===== config.mk =====
export PLATFORM = sky130hd
export DESIGN_NAME = avalon_gpio_pio
export DESIGN_NICKNAME = d
export VERILOG_FILES = /design/src/rtl/avalon_gpio_pkg.sv /design/src/rtl/gpio_sync_edge.sv /design/src/rtl/avalon_gpio_pio.sv
export SDC_FILE = /design/constraint.sdc
export NUM_CORES = 1
export LEC_CHECK = 0
export CORE_ASPECT_RATIO = 0.9
export CORE_UTILIZATION = 48
export CTS_BUF_LIST = sky130_fd_sc_hd__clkbuf_8
export CTS_CLUSTER_SIZE = 28
export DETAILED_ROUTE_END_ITERATION = 10
export MAX_ROUTING_LAYER = met4
export PLACE_DENSITY = 0.87
export RECOVER_POWER = 25
export SYNTH_ARGS = -nofsm -noshare
export SYNTH_HDL_FRONTEND = slang
export SYNTH_SLANG_ARGS = --single-unit

===== constraint.sdc =====
create_clock -name clk -period 1.8 [get_ports clk]
set_clock_uncertainty 0.1 [all_clocks]
set_input_delay 0.36 -clock clk [delete_from_list [all_inputs] [get_ports clk]]
set_output_delay 0.36 -clock clk [all_outputs]
set_load 0.05 [all_outputs]

===== src/rtl/avalon_gpio_pkg.sv =====
// Register map and edge-mode encodings shared by the Avalon GPIO PIO and its
// input synchroniser.
package avalon_gpio_pkg;

   localparam logic [2:0] ADDR_DATA    = 3'd0;
   localparam logic [2:0] ADDR_DIR     = 3'd1;
   localparam logic [2:0] ADDR_IRQMASK = 3'd2;
   localparam logic [2:0] ADDR_EDGECAP = 3'd3;
   localparam logic [2:0] ADDR_OUTSET  = 3'd4;
   localparam logic [2:0] ADDR_OUTCLR  = 3'd5;
   localparam logic [2:0] ADDR_OUTTGL  = 3'd6;
   localparam logic [2:0] ADDR_RSVD    = 3'd7;

   localparam int EDGE_RISE = 0;
   localparam int EDGE_FALL = 1;
   localparam int EDGE_ANY  = 2;

endpackage


===== src/rtl/gpio_sync_edge.sv =====
// Per-bit input synchroniser with a one-cycle history flop and a selectable
// edge detector feeding the edge-capture register.
module gpio_sync_edge
   import avalon_gpio_pkg::*;
#(
   parameter int DATA_WIDTH  = 8,
   parameter int SYNC_STAGES = 2,
   parameter int EDGE_MODE   = EDGE_RISE
) (
   input  logic                  clk,
   input  logic                  reset_n,
   input  logic [DATA_WIDTH-1:0] gpio_in,
   output logic [DATA_WIDTH-1:0] sync_in,
   output logic [DATA_WIDTH-1:0] edge_pulse
);

   logic [DATA_WIDTH-1:0] syncChain_q [SYNC_STAGES];
   logic [DATA_WIDTH-1:0] prev_q;
   logic [DATA_WIDTH-1:0] riseEdge;
   logic [DATA_WIDTH-1:0] fallEdge;

   // History flop clears with the chain, so the first synchronised 1 after
   // reset is reported as a rising edge.
   always_ff @(posedge clk or negedge reset_n) begin
      if (!reset_n) begin
         for (int i = 0; i < SYNC_STAGES; i++) begin
            syncChain_q[i] <= '0;
         end
         prev_q <= '0;
      end else begin
         syncChain_q[0] <= gpio_in;
         for (int i = 1; i < SYNC_STAGES; i++) begin
            syncChain_q[i] <= syncChain_q[i-1];
         end
         prev_q <= syncChain_q[SYNC_STAGES-1];
      end
   end

   assign sync_in  = syncChain_q[SYNC_STAGES-1];
   assign riseEdge = sync_in & ~prev_q;
   assign fallEdge = ~sync_in & prev_q;

   always_comb begin
      edge_pulse = riseEdge;
      case (EDGE_MODE)
         EDGE_FALL: edge_pulse = fallEdge;
         EDGE_ANY:  edge_pulse = riseEdge | fallEdge;
         default:   edge_pulse = riseEdge;
      endcase
   end

endmodule


===== src/rtl/avalon_gpio_pio.sv =====
// Avalon-MM GPIO port: data/direction/mask/edge-capture registers with atomic
// set/clear/toggle of the output register and a masked level interrupt.
module avalon_gpio_pio
   import avalon_gpio_pkg::*;
#(
   parameter int                    DATA_WIDTH  = 8,
   parameter logic [DATA_WIDTH-1:0] RESET_OUT   = '0,
   parameter logic [DATA_WIDTH-1:0] RESET_DIR   = '0,
   parameter int                    SYNC_STAGES = 2,
   parameter int                    EDGE_MODE   = EDGE_RISE
) (
   input  logic                  clk,
   input  logic                  reset_n,
   input  logic [2:0]            address,
   input  logic                  chipselect,
   input  logic                  write_n,
   input  logic [31:0]           writedata,
   output logic [31:0]           readdata,
   input  logic [DATA_WIDTH-1:0] gpio_in,
   output logic [DATA_WIDTH-1:0] gpio_out,
   output logic [DATA_WIDTH-1:0] gpio_oe,
   output logic                  irq
);

   logic                  wr;
   logic [DATA_WIDTH-1:0] wd;
   logic                  unusedWriteBits;

   logic [DATA_WIDTH-1:0] dataOut_q, dataOut_d;
   logic [DATA_WIDTH-1:0] dir_q,     dir_d;
   logic [DATA_WIDTH-1:0] mask_q,    mask_d;
   logic [DATA_WIDTH-1:0] edgeCap_q, edgeCap_d;
   logic [DATA_WIDTH-1:0] edgeClr;
   logic [DATA_WIDTH-1:0] syncIn;
   logic [DATA_WIDTH-1:0] edgePulse;
   logic [DATA_WIDTH-1:0] rdVal;

   assign wr              = chipselect & ~write_n;
   assign wd              = writedata[DATA_WIDTH-1:0];
   assign unusedWriteBits = ^writedata;

   gpio_sync_edge #(
      .DATA_WIDTH (DATA_WIDTH),
      .SYNC_STAGES(SYNC_STAGES),
      .EDGE_MODE  (EDGE_MODE)
   ) u_syncEdge (
      .clk       (clk),
      .reset_n   (reset_n),
      .gpio_in   (gpio_in),
      .sync_in   (syncIn),
      .edge_pulse(edgePulse)
   );

   // OR-ing the new edge in after the clear keeps an event that lands in the
   // same cycle as a software acknowledge.
   always_comb begin
      dataOut_d = dataOut_q;
      dir_d     = dir_q;
      mask_d    = mask_q;
      edgeClr   = '0;
      if (wr) begin
         case (address)
            ADDR_DATA:    dataOut_d = wd;
            ADDR_DIR:     dir_d     = wd;
            ADDR_IRQMASK: mask_d    = wd;
            ADDR_EDGECAP: edgeClr   = wd;
            ADDR_OUTSET:  dataOut_d = dataOut_q | wd;
            ADDR_OUTCLR:  dataOut_d = dataOut_q & ~wd;
            ADDR_OUTTGL:  dataOut_d = dataOut_q ^ wd;
            default:      ;
         endcase
      end
      edgeCap_d = (edgeCap_q & ~edgeClr) | edgePulse;
   end

   always_ff @(posedge clk or negedge reset_n) begin
      if (!reset_n) begin
         dataOut_q <= RESET_OUT;
         dir_q     <= RESET_DIR;
         mask_q    <= '0;
         edgeCap_q <= '0;
      end else begin
         dataOut_q <= dataOut_d;
         dir_q     <= dir_d;
         mask_q    <= mask_d;
         edgeCap_q <= edgeCap_d;
      end
   end

   always_comb begin
      rdVal = '0;
      case (address)
         ADDR_DATA:    rdVal = (dir_q & dataOut_q) | (~dir_q & syncIn);
         ADDR_DIR:     rdVal = dir_q;
         ADDR_IRQMASK: rdVal = mask_q;
         ADDR_EDGECAP: rdVal = edgeCap_q;
         default:      rdVal = '0;
      endcase
   end

   assign readdata = 32'(rdVal);
   assign gpio_out = dataOut_q;
   assign gpio_oe  = dir_q;
   assign irq      = |(edgeCap_q & mask_q);

endmodule


* After elaboration in Yosys (flattened, before gate mapping) *
Index checks and enable logic that the tools add are counted.
Widths: inputs -> output; s select.

operators by class
  bitwise operators = 16
  muxes and demuxes = 4
  reduce and logical (&&, ||, !) cells = 6
  eq/ne operators = 6

operators with widths
  kind                count
  $pmux 8 s4          2
  $and 8x8->8         6
  $not 8->8           4
  $or 8x8->8          3
  $mux 8              2
  $eq 3x3->1 const B  3
  $reduce_or 8->1     1
  $xor 8x8->8         1
  $eq 3x2->1 const B  2
  $reduce_and 2->1    3
  $reduce_bool 4->1   1
  $eq 3x1->1 const B  1
  $logic_not 3->1     1
  $and 1x1->1         1
  $not 1->1           1

word-level totals
  word-level logic and storage cells = 39
  flip-flop bits (word level) = 56

* Logic depth before layout (Yosys ltp) *
Gate-level depths: netlist of run 1.

  word-level depth = 6
  depth in mapped cells = 7

* Modules after synthesis *
Synthesis of run 1 repeated with hierarchy kept, for this count alone.

unflattened totals
  cell total of the unflattened synthesis = 293
  area total of the unflattened synthesis = 3191.8 um2

modules (own cells, without submodules)
  module           cells each  sequential area each (um2)  times used  area each (um2)
  avalon_gpio_pio  253         800.8                       1           2421.1
  gpio_sync_edge   40          600.6                       1           770.7

* Worst setup path before layout of run 1 *
Ideal clock, no wire load.

  kind = register -> output
  from = reg dataOut_q[1], in the netlist gpio_out[1]
  to = out readdata[1]
  arrival = 2163 ps
  setup slack = -823 ps
  buffers on the path = 0
  cell stages (with the launch flop) = 5
  cell sequence = dfrtp_1 -> mux2i_1 -> nor2_1 -> a211oi_1 -> a211oi_1

on the way
  word-level cells in the longest chain between the ends = 3

ends and longest elaborated chain
  item                      RTL line               text
  start: declaration        avalon_gpio_pio.sv:29  logic [DATA_WIDTH-1:0] dataOut_q, dataOut_d;
  start signal: assignment  avalon_gpio_pio.sv:83  dataOut_q <= dataOut_d;
  $and 8x8->8               avalon_gpio_pio.sv:93  ADDR_DATA: rdVal = (dir_q & dataOut_q) | (~dir_q & syncIn);
  $or 8x8->8                avalon_gpio_pio.sv:93
  $pmux 8 s4                avalon_gpio_pio.sv:92  case (address)
  end: declaration          avalon_gpio_pio.sv:18  output logic [31:0] readdata,

No other way between the ends.

* Worst setup path in the final report of run 1 *
  from = reg dir_q[1], in the netlist gpio_oe[1]
  to = out readdata[1]

on the way
  word-level cells in the longest chain between the ends = 4
  elaborated cells between the ends (all ways) = 5

ends and longest elaborated chain
  item                      RTL line               text
  start: declaration        avalon_gpio_pio.sv:30  logic [DATA_WIDTH-1:0] dir_q, dir_d;
  start signal: assignment  avalon_gpio_pio.sv:84  dir_q <= dir_d;
  $not 8->8                 avalon_gpio_pio.sv:93
  $and 8x8->8               avalon_gpio_pio.sv:93
  $or 8x8->8                avalon_gpio_pio.sv:93
  $pmux 8 s4 (*)            avalon_gpio_pio.sv:92

Every way passes the cells marked *; elsewhere a longest branch is shown, timed or not.

==> flow_summary.json, run 1 <==
{
  "slowest_stage": "dfrtp_2",
  "drv_slew": 0,
  "slew_headroom_pct": 30.8,
  "final_common_cell": "buf_4",
  "total_leakage_power_uw": 0.00197,
  "drt_iter0_markers": 220,
  "gpl.final_weighted_congestion": 0.829,
  "fp.dieW_um": 85.1,
  "worst_slack_ps": -98.3,
  "synth_edf_count": 0,
  "overflow": 0,
  "status": "finished, violations left",
  "clock-sinks": 56,
  "ant_nets": 0,
  "avgViaCountPerCell": 5.29,
  "cp_max_fo": 2,
  "worst_pin_slew_ps": 1040,
  "syn_area_mm2": 0.00299,
  "holdWs_ps": 256,
  "vias": 2445,
  "place_inst": 442,
  "synth_warnings": 0,
  "track_usage_pct": 25.4,
  "ys_types": 31,
  "fin_crit_ps": 1900,
  "total_power_uw": 3830,
  "wirelength_um": 7470,
  "nets": 454,
  "cts_buffers": 5,
  "cp.required_ps": 1340,
  "max_freq_mhz": 527,
  "syn2layout_area_growth_pct": 42.2,
  "avgSynthCellArea_um2": 10.2,
  "fillers": 401,
  "detail_route.wl_per_cell_um": 16.2,
  "clockBufferDepth": 2,
  "critPathKind": "register to output pin",
  "rows": 26,
  "synth-async-reset-ratio_pct": 100,
  "htreeDepth": 2,
  "portBuffers": 47,
  "end_kind": "output pin",
  "drtPass1Iterations": 4,
  "setup_tns_ps": -427,
  "crit_chain": "mux2i_1, nor2_1, a211oi_2, a211oi_4, buf_12",
  "violations": "negative setup slack",
  "die_area_mm2": 0.00654,
  "period_share_pct": 105,
  "finalHoldViolations": 0,
  "setup_violations": 9,
  "rsz0062_at_grt": "true",
  "antenna_found_initial": 0,
  "drv_cap": 0,
  "seq_area_mm2": 0.00142,
  "core_area_mm2": 0.00582,
  "synth_cells": 292,
  "critPathLaunchType": "register",
  "die_h_um": 76.8,
  "path_clk_slew_ps": 100,
  "dpl_worst_slack_ps": -385,
  "dp_hpwl_um": 5320,
  "clock_latency_ps": 320,
  "grt_max_degree": 41,
  "pin_count": 96,
  "multiInputGateArea_mm2": 0.00151,
  "final_cell_mix": "buf_4 (68), dfrtp_1 (40), inv_1 (26)",
  "root_buffer": "clkbuf_8",
  "grt_pass1_wl_um": 12300,
  "min_path_type": "register to register",
  "start_util_pct": 51.3,
  "worstPathArrival_ps": 1440,
  "drive_gt1_share_pct": 39.0,
  "fin_cells": 462,
  "cts_tree": "yes",
  "n_antenna_cell": 0,
  "drc": 0,
  "grt_pass1_vias": 2512,
  "slowest_delay_ps": 430,
  "ir_drop_mv": 0.669,
  "p_per_area_mw_per_mm2": 902,
  "ys_seq_elements": 56,
  "synth_ff_type": "dfrtp_1",
  "yosysSeqAreaShare_pct": 46.9
}
[worst max-delay path, delay by kind of cell (launching register included)]
family                 cells  cell delay [ps]
and+or+nand+nor            1              130
muxes                      1              120
DFF                        1              430
AOI/OAI and AO/OA          2              270
buffers and inverters      1              170
[metrics by stage]
| stage | util [%] | cell area (um2) |
|---|---|---|
| final | 72.9 | 4250 |
| after global routing | 72.9 | 4250 |
| after CTS | 72.1 | 4200 |
| after detailed placement | 68.9 | 4010 |
| after global placement | 68.9 | 4010 |
| after floorplan | - | 3300 |
[worst paths after layout]
check	startpoint	end	slack [ps]	cells past startpoint
max	gpio_oe[1]	readdata[1]	-100	5
min	u_syncEdge.syncChain_q[14]	u_syncEdge.sync_in[6]	260	0
max reg2reg	gpio_out[4]	gpio_out[4]	180	7
min reg2reg	u_syncEdge.syncChain_q[14]	u_syncEdge.sync_in[6]	260	0
max in group asynchronous	reset_n	gpio_out[4]	200	3
min in group asynchronous	reset_n	gpio_out[0]	640	2
[cell families (layout without fill, tap and decap cells)]
group | Yosys count | in the layout | synth area share [%]
and+or+nand+nor | 63 | 63 | 10.0
buffers and inverters | 64 | 141 | 11.8
adders and majority gates | 17 | 17 | 7.08
other | 1 | 24 | 0.126
muxes | 19 | 19 | 6.70
AOI/OAI and AO/OA | 72 | 72 | 17.3
DFF | 56 | 56 | 46.9
[layer usage]
layer / global-route usage (%) / share of wire [%]
met2: 41.2 / 51
met1: 32.2 / 43
met3: 5.06 / 5.9
met4: 7.80 / 0.68
met5: - / 0
[sequential cells by signal (all words and copies together), names as in the netlist]
| register | flops |
|---|---|
| mask_q | 8 |
| u_syncEdge.syncChain_q | 8 |
| u_syncEdge.prev_q | 8 |
| edgeCap_q | 8 |
| gpio_oe | 8 |
| gpio_out | 8 |
| u_syncEdge.sync_in | 8 |
[cells in the mapped netlist, types with 7 or more instances]
master    count  area, um2
ha_1         16        200
clkbuf_1      7       26.3
a22o_1       13        114
o21ai_0      17       85.1
mux2i_1      11        110
nor2_1       19       71.3
inv_1        25       93.8
nand2b_1     10       62.6
a211oi_1     17        128
buf_4        24        180
mux2_2        8       90.1
o21ai_2       8       70.1
nand2_1      17       63.8
dfrtp_1      56       1400
[timing repair]
item | CTS | global route
hold endpoints to repair | 16 | 0
gates resized for setup | 10 | 5
pin swaps | 22 | 5
hold buffers | 1 | 0
buffers inserted | 8 | 5
setup endpoints to repair | 22 | 19
[final cells by class]
class	instances	share of cell area, %
Multi-Input combinational cell	195	35.5
Tap cell	70	2.06
Clock buffer	6	1.94
Clock inverter	2	0.265
Sequential cell	56	33.5
Timing Repair Buffer	108	24.5
Inverter	25	2.21
[power by group]
group	total [uW]	switching (uW)	internal [uW]	leakage, uW
sequential	1570	143	1420	0.000631
clock	710	402	308	0.0000486
combinational	1560	921	635	0.00129
total	3830	1470	2370	0.00197
Power figures use the tool's default switching activity.
==> inputs of run 2 (changes only) <==
--- a/config.mk
+++ b/config.mk
@@ -6,12 +6,12 @@
 export NUM_CORES = 1
 export LEC_CHECK = 0
 export CORE_ASPECT_RATIO = 0.9
-export CORE_UTILIZATION = 48
+export CORE_UTILIZATION = 52
 export CTS_BUF_LIST = sky130_fd_sc_hd__clkbuf_8
 export CTS_CLUSTER_SIZE = 28
 export DETAILED_ROUTE_END_ITERATION = 10
 export MAX_ROUTING_LAYER = met4
-export PLACE_DENSITY = 0.87
+export PLACE_DENSITY = 0.93
 export RECOVER_POWER = 25
 export SYNTH_ARGS = -nofsm -noshare
 export SYNTH_HDL_FRONTEND = slang
==> constraint.sdc (replaced) <==
create_clock -name clk -period 2.4 [get_ports clk]
set_clock_uncertainty 0.1 [all_clocks]
set_input_delay 0.48 -clock clk [delete_from_list [all_inputs] [get_ports clk]]
set_output_delay 0.48 -clock clk [all_outputs]
set_load 0.05 [all_outputs]
==> run 2 against run 1 <==
The flow now finishes without violations. Worst hold slack lost 2.2 ps. Critical path type is now input port to output pin. Final area shrank 7.3%. Highest routed layer unchanged. Via count shrank 2.8%. Routed wire length shrank 4.4%. Sequential power shrank 25%. Worst setup slack gained 170 ps. Clock power shrank 27%. Combinational power shrank 34%. Register-to-register slack gained 530 ps. Die area shrank 7.5%. Critical endpoint is now readdata[4].
==> flow_summary.json, run 2 (synthesized netlist as in run 1, its figures left out) <==
{
  "status": "finished clean",
  "worstPathArrival_ps": 1750,
  "rows": 25,
  "dp_hpwl_um": 4930,
  "drive_gt1_share_pct": 19.2,
  "total_leakage_power_uw": 0.00184,
  "grt_max_degree": 34,
  "slew_headroom_pct": 11.3,
  "avgViaCountPerCell": 5.51,
  "worstRegToRegCells": 6,
  "worst_pin_slew_ps": 1330,
  "r2r-start": "gpio_out[2]",
  "path_clk_slew_ps": 90,
  "reg2reg_to": "gpio_out[2]",
  "n_antenna_cell": 0,
  "rsz0062_at_grt": "false",
  "vias": 2376,
  "grt_busiest_layer": "met2",
  "fin_crit_ps": 2330,
  "p_per_area_mw_per_mm2": 693,
  "die_area_mm2": 0.00605,
  "path_buf_inv": 4,
  "final_common_cell": "dfrtp_1",
  "overflow": 0,
  "drc": 0,
  "grtUsageMet2_pct": 43.3,
  "critPathLaunchType": "input port",
  "grt_pass1_vias": 2447,
  "nets": 426,
  "clock-sinks": 56,
  "cts_buffers": 5,
  "end_kind": "output pin",
  "drv_slew": 0,
  "detail_route.wl_per_cell_um": 16.6,
  "track_usage_pct": 27.2,
  "max_freq_mhz": 429,
  "grt_use_met1_pct": 35.2,
  "start_util_pct": 55.5,
  "slowest_stage": "dlygate4sd2_1",
  "clock_latency_ps": 300,
  "ir_drop_mv": 0.508,
  "place_inst": 421,
  "crit_start": "address[0]",
  "holdWs_ps": 254,
  "setup_violations": 0,
  "crit_family": "buffers and inverters",
  "drtPass1Iterations": 4,
  "hold_buffers": 0,
  "period_share_pct": 97.1,
  "gpl.final_weighted_congestion": 0.835,
  "endpoint": "readdata[4]",
  "drv_cap": 0,
  "pin_count": 96,
  "critical_path_depth": 7,
  "min_path_type": "register to register",
  "fp.dieW_um": 81.9,
  "die_h_um": 73.9,
  "antenna_found_initial": 0,
  "cts_tree": "yes",
  "slowest_delay_ps": 290,
  "use_met3_pct": 4.22,
  "root_buffer": "clkbuf_8",
  "core_area_mm2": 0.00538,
  "cpMostUsedCell": "buf_12",
  "drt_iter0_markers": 204,
  "critPathKind": "input port to output pin",
  "final_cell_mix": "dfrtp_1 (56), clkdlybuf4s50_1 (35), inv_1 (27)",
  "cp.required_ps": 1820,
  "clockBufferDepth": 2,
  "grt_pass1_wl_um": 11700,
  "syn2layout_area_growth_pct": 31.8,
  "crit_chain": "dlygate4sd2_1, buf_12, o21a_1, a211oi_1, buf_4, a211oi_4, buf_12",
  "ant_nets": 0,
  "finalHoldViolations": 0,
  "htreeDepth": 2,
  "fin_cells": 431,
  "wirelength_um": 7140,
  "cp_max_fo": 11,
  "r2r_setup_slack_ps": 710,
  "portBuffers": 47
}
-- run 2: cell types whose count changed in the layout (fill, tap and decap cells not counted), moves of 7 or more --
| cell | delta |
|---|---|
| buf_4 | -42 |
| clkdlybuf4s50_1 | +25 |
| dfrtp_1 | +16 |
| dfrtp_2 | -16 |
| a211oi_1 | +11 |
| dlygate4sd3_1 | -9 |
| a211oi_2 | -7 |
-- run 2: area by class of cell --
cell class	count	area, um2
Fill cell	362	1450
Sequential cell	56	1400
Multi-Input combinational cell	195	1370
Timing Repair Buffer	80	892
Inverter	25	93.8
Tap cell	67	83.8
Clock buffer	6	82.6
Clock inverter	2	7.51
-- run 2: worst min path at each step --
stage,start,end,cells past startpoint
detailed placement,u_syncEdge.syncChain_q[8],u_syncEdge.sync_in[0],0
CTS,reset_n,edgeCap_q[6],1
global route,u_syncEdge.syncChain_q[12],u_syncEdge.sync_in[4],0
finish,u_syncEdge.syncChain_q[14],u_syncEdge.sync_in[6],0
floorplan,reset_n,edgeCap_q[0],0
global placement,u_syncEdge.syncChain_q[10],u_syncEdge.sync_in[2],0
-- run 2: power by group --
group / total (uW) / leakage, uW / switching, uW / internal [uW]
logic: 1030 / 0.00113 / 619 / 413
clock network: 516 / 0.0000538 / 288 / 228
registers: 1180 / 0.000651 / 124 / 1060
-- run 2: per-stage QoR --
| step | power (uW) | TNS [ps] | instance area [um2] | utilization [%] | setup WS [ps] |
|---|---|---|---|---|---|
| after floorplan | 1840 | -1340 | 3130 | - | -398 |
| after global placement | 2160 | -550 | 3780 | 70.3 | -79.7 |
| after detailed placement | 2200 | -995 | 3780 | 70.3 | -125 |
| after CTS | 2730 | 0 | 3930 | 73.1 | 21.2 |
| after global routing | 2860 | 0 | 3940 | 73.1 | 14.9 |
| final | 2730 | 0 | 3940 | 73.1 | 70.2 |
-- run 2: layer usage --
metal	vias up	part of all wire, %
li1	1088	-
met1	1185	43
met2	92	49
met3	11	6.3
met4	0	1.4
met5	-	0
-- run 2: what timing repair did --
action                                  4_1_cts  5_1_grt
pin swaps                                     0        1
endpoints found under the setup margin        9        2
gates resized for setup                       3        1
cloned                                        2        0
setup buffers                                 0        0
==> inputs of run 3 (changes only) <==
--- a/config.mk
+++ b/config.mk
@@ -6,12 +6,13 @@
 export NUM_CORES = 1
 export LEC_CHECK = 0
 export CORE_ASPECT_RATIO = 0.9
-export CORE_UTILIZATION = 52
+export CORE_UTILIZATION = 31
 export CTS_BUF_LIST = sky130_fd_sc_hd__clkbuf_8
 export CTS_CLUSTER_SIZE = 28
 export DETAILED_ROUTE_END_ITERATION = 10
+export GPL_ROUTABILITY_DRIVEN = 0
 export MAX_ROUTING_LAYER = met4
-export PLACE_DENSITY = 0.93
+export PLACE_DENSITY = 0.61
 export RECOVER_POWER = 25
 export SYNTH_ARGS = -nofsm -noshare
 export SYNTH_HDL_FRONTEND = slang
==> constraint.sdc (replaced) <==
create_clock -name clk -period 2.9 [get_ports clk]
set_clock_uncertainty 0.1 [all_clocks]
set_input_delay 0.58 -clock clk [delete_from_list [all_inputs] [get_ports clk]]
set_output_delay 0.58 -clock clk [all_outputs]
set_load 0.05 [all_outputs]
==> run 3 against run 2 <==
Combinational power down 23%. Routed wire length down 2.9%. Final cell count up 8.4%. Clock power down 11%. Worst hold slack better by 8.8 ps. Register-to-register slack better by 550 ps. Core utilization down 32 points. Sequential cell count unchanged. Clock-buffer cell count unchanged. Critical path type unchanged. Largest cell class unchanged. Largest power group unchanged.
==> flow_summary.json, run 3 (synthesized netlist as in run 1, its figures left out) <==
{
  "fillers": 906,
  "drv_slew": 0,
  "critical_path_depth": 6,
  "worst_slack_ps": 155,
  "holdWs_ps": 263,
  "path_buf_inv": 3,
  "clockBufferDepth": 2,
  "cpMostUsedCell": "buf_12",
  "p_clk_share_pct": 20.7,
  "final_common_cell": "dfrtp_1",
  "cp_max_fo": 37,
  "end_kind": "output pin",
  "drc": 0,
  "grt_pass1_wl_um": 11300,
  "avgViaCountPerCell": 4.79,
  "grt_pass1_vias": 2164,
  "max_freq_mhz": 364,
  "ir_drop_mv": 0.234,
  "n_antenna_cell": 0,
  "worst_pin_slew_ps": 1400,
  "status": "finished clean",
  "fp.dieW_um": 105,
  "whs_path_depth": 0,
  "antenna_found_initial": 0,
  "reg2reg_to": "gpio_out[6]",
  "die_area_mm2": 0.0100,
  "total_power_uw": 2220,
  "clock-sinks": 56,
  "drv_cap": 0,
  "drive_gt1_share_pct": 15.9,
  "cts_tree": "yes",
  "drt_iter0_markers": 158,
  "cts_resized": 0,
  "rows": 33,
  "p_switching_uw": 850,
  "r2r-start": "gpio_out[6]",
  "cts_setup_buffers": 0,
  "dpl_worst_slack_ps": 166,
  "worstPathArrival_ps": 2070,
  "cp.required_ps": 2220,
  "hp-start": "u_syncEdge.syncChain_q[13]",
  "period_share_pct": 94.7,
  "p_sw_share_pct": 38.2,
  "drtPass1Iterations": 4,
  "slowest_stage": "clkdlybuf4s50_1",
  "postLayoutCoreUtil_pct": 40.7,
  "crit_chain": "clkdlybuf4s50_1, buf_12, o21a_1, a211oi_1, a211oi_2, buf_12",
  "design_area_mm2": 0.00377,
  "start_util_pct": 32.3,
  "nets": 407,
  "track_usage_pct": 15.0,
  "slew_headroom_pct": 6.60,
  "dpl_cell_area_mm2": 0.00367,
  "cts_buffers": 5,
  "critPathKind": "input port to output pin",
  "p_comb_share_pct": 35.5,
  "wirelength_um": 6930,
  "detail_route.wl_per_cell_um": 14.8,
  "rsz0062_at_grt": "false",
  "total_leakage_power_uw": 0.00171,
  "finalHoldViolations": 0,
  "htreeDepth": 2,
  "seq_power_share_pct": 43.8,
  "worstRegToRegCells": 6,
  "ant_nets": 0,
  "fin_crit_ps": 2750,
  "root_buffer": "clkbuf_8",
  "slowest_delay_ps": 510,
  "path_clk_slew_ps": 100,
  "hold_end": "u_syncEdge.sync_in[5]",
  "hold_buffers": 0,
  "crit_family": "buffers and inverters",
  "vias": 2236,
  "clock_latency_ps": 310,
  "grt_max_degree": 57,
  "r2r_setup_slack_ps": 1260,
  "critPathLaunchType": "input port",
  "portBuffers": 47,
  "core_area_mm2": 0.00925,
  "setup_violations": 0,
  "dp_hpwl_um": 4840,
  "overflow": 0,
  "p_int_uw": 1370,
  "final_cell_mix": "dfrtp_1 (56), clkdlybuf4s50_1 (30), inv_1 (25)",
  "min_path_type": "register to register",
  "pin_count": 96,
  "syn2layout_area_growth_pct": 26.1,
  "p_per_area_mw_per_mm2": 590,
  "die_h_um": 95.1
}
-- run 3: cell type report --
type,instances,area (um2),share of cell area [%]
clock inverter,2,13.8,0.365
inverter,25,93.8,2.49
sequential,56,1400,37.2
timing repair buffer,61,673,17.9
clock buffer,6,82.6,2.19
multi-input combinational,195,1350,35.8
tap,122,153,4.05
-- run 3: worst max-delay path by stage --
stage	from	endpoint	slack [ps]
final	address[0]	readdata[4]	150
after global routing	address[1]	readdata[3]	70
after CTS	address[0]	readdata[4]	170
after detailed placement	address[1]	readdata[3]	170
after global placement	address[0]	readdata[0]	160
after floorplan	address[0]	readdata[2]	-120
-- run 3: power groups by stage --
stage	clock network (uW)	registers, uW	logic [uW]
after global routing	501	987	850
after floorplan	0	1120	389
final	460	974	790
after CTS	473	973	799
after detailed placement	0	986	797
after global placement	0	983	782
-- run 3: through the flow --
step / TNS [ps] / cells
after floorplan: -231 / 315
after global routing: 0 / 467
final: 0 / 467
after detailed placement: 0 / 459
after CTS: 0 / 467
after global placement: 0 / 459
-- run 3: layer usage --
metal  routed length [um]  vias up  share of wire (%)  global-route usage [%]
met5                    0        -                  0                       -
met4                   34        0               0.49                    3.52
met3                  337        6                4.9                    2.26
met2                 3090       70                 45                    22.9
met1                 3470     1107                 50                    20.9
li1                     -     1053                  -                       -
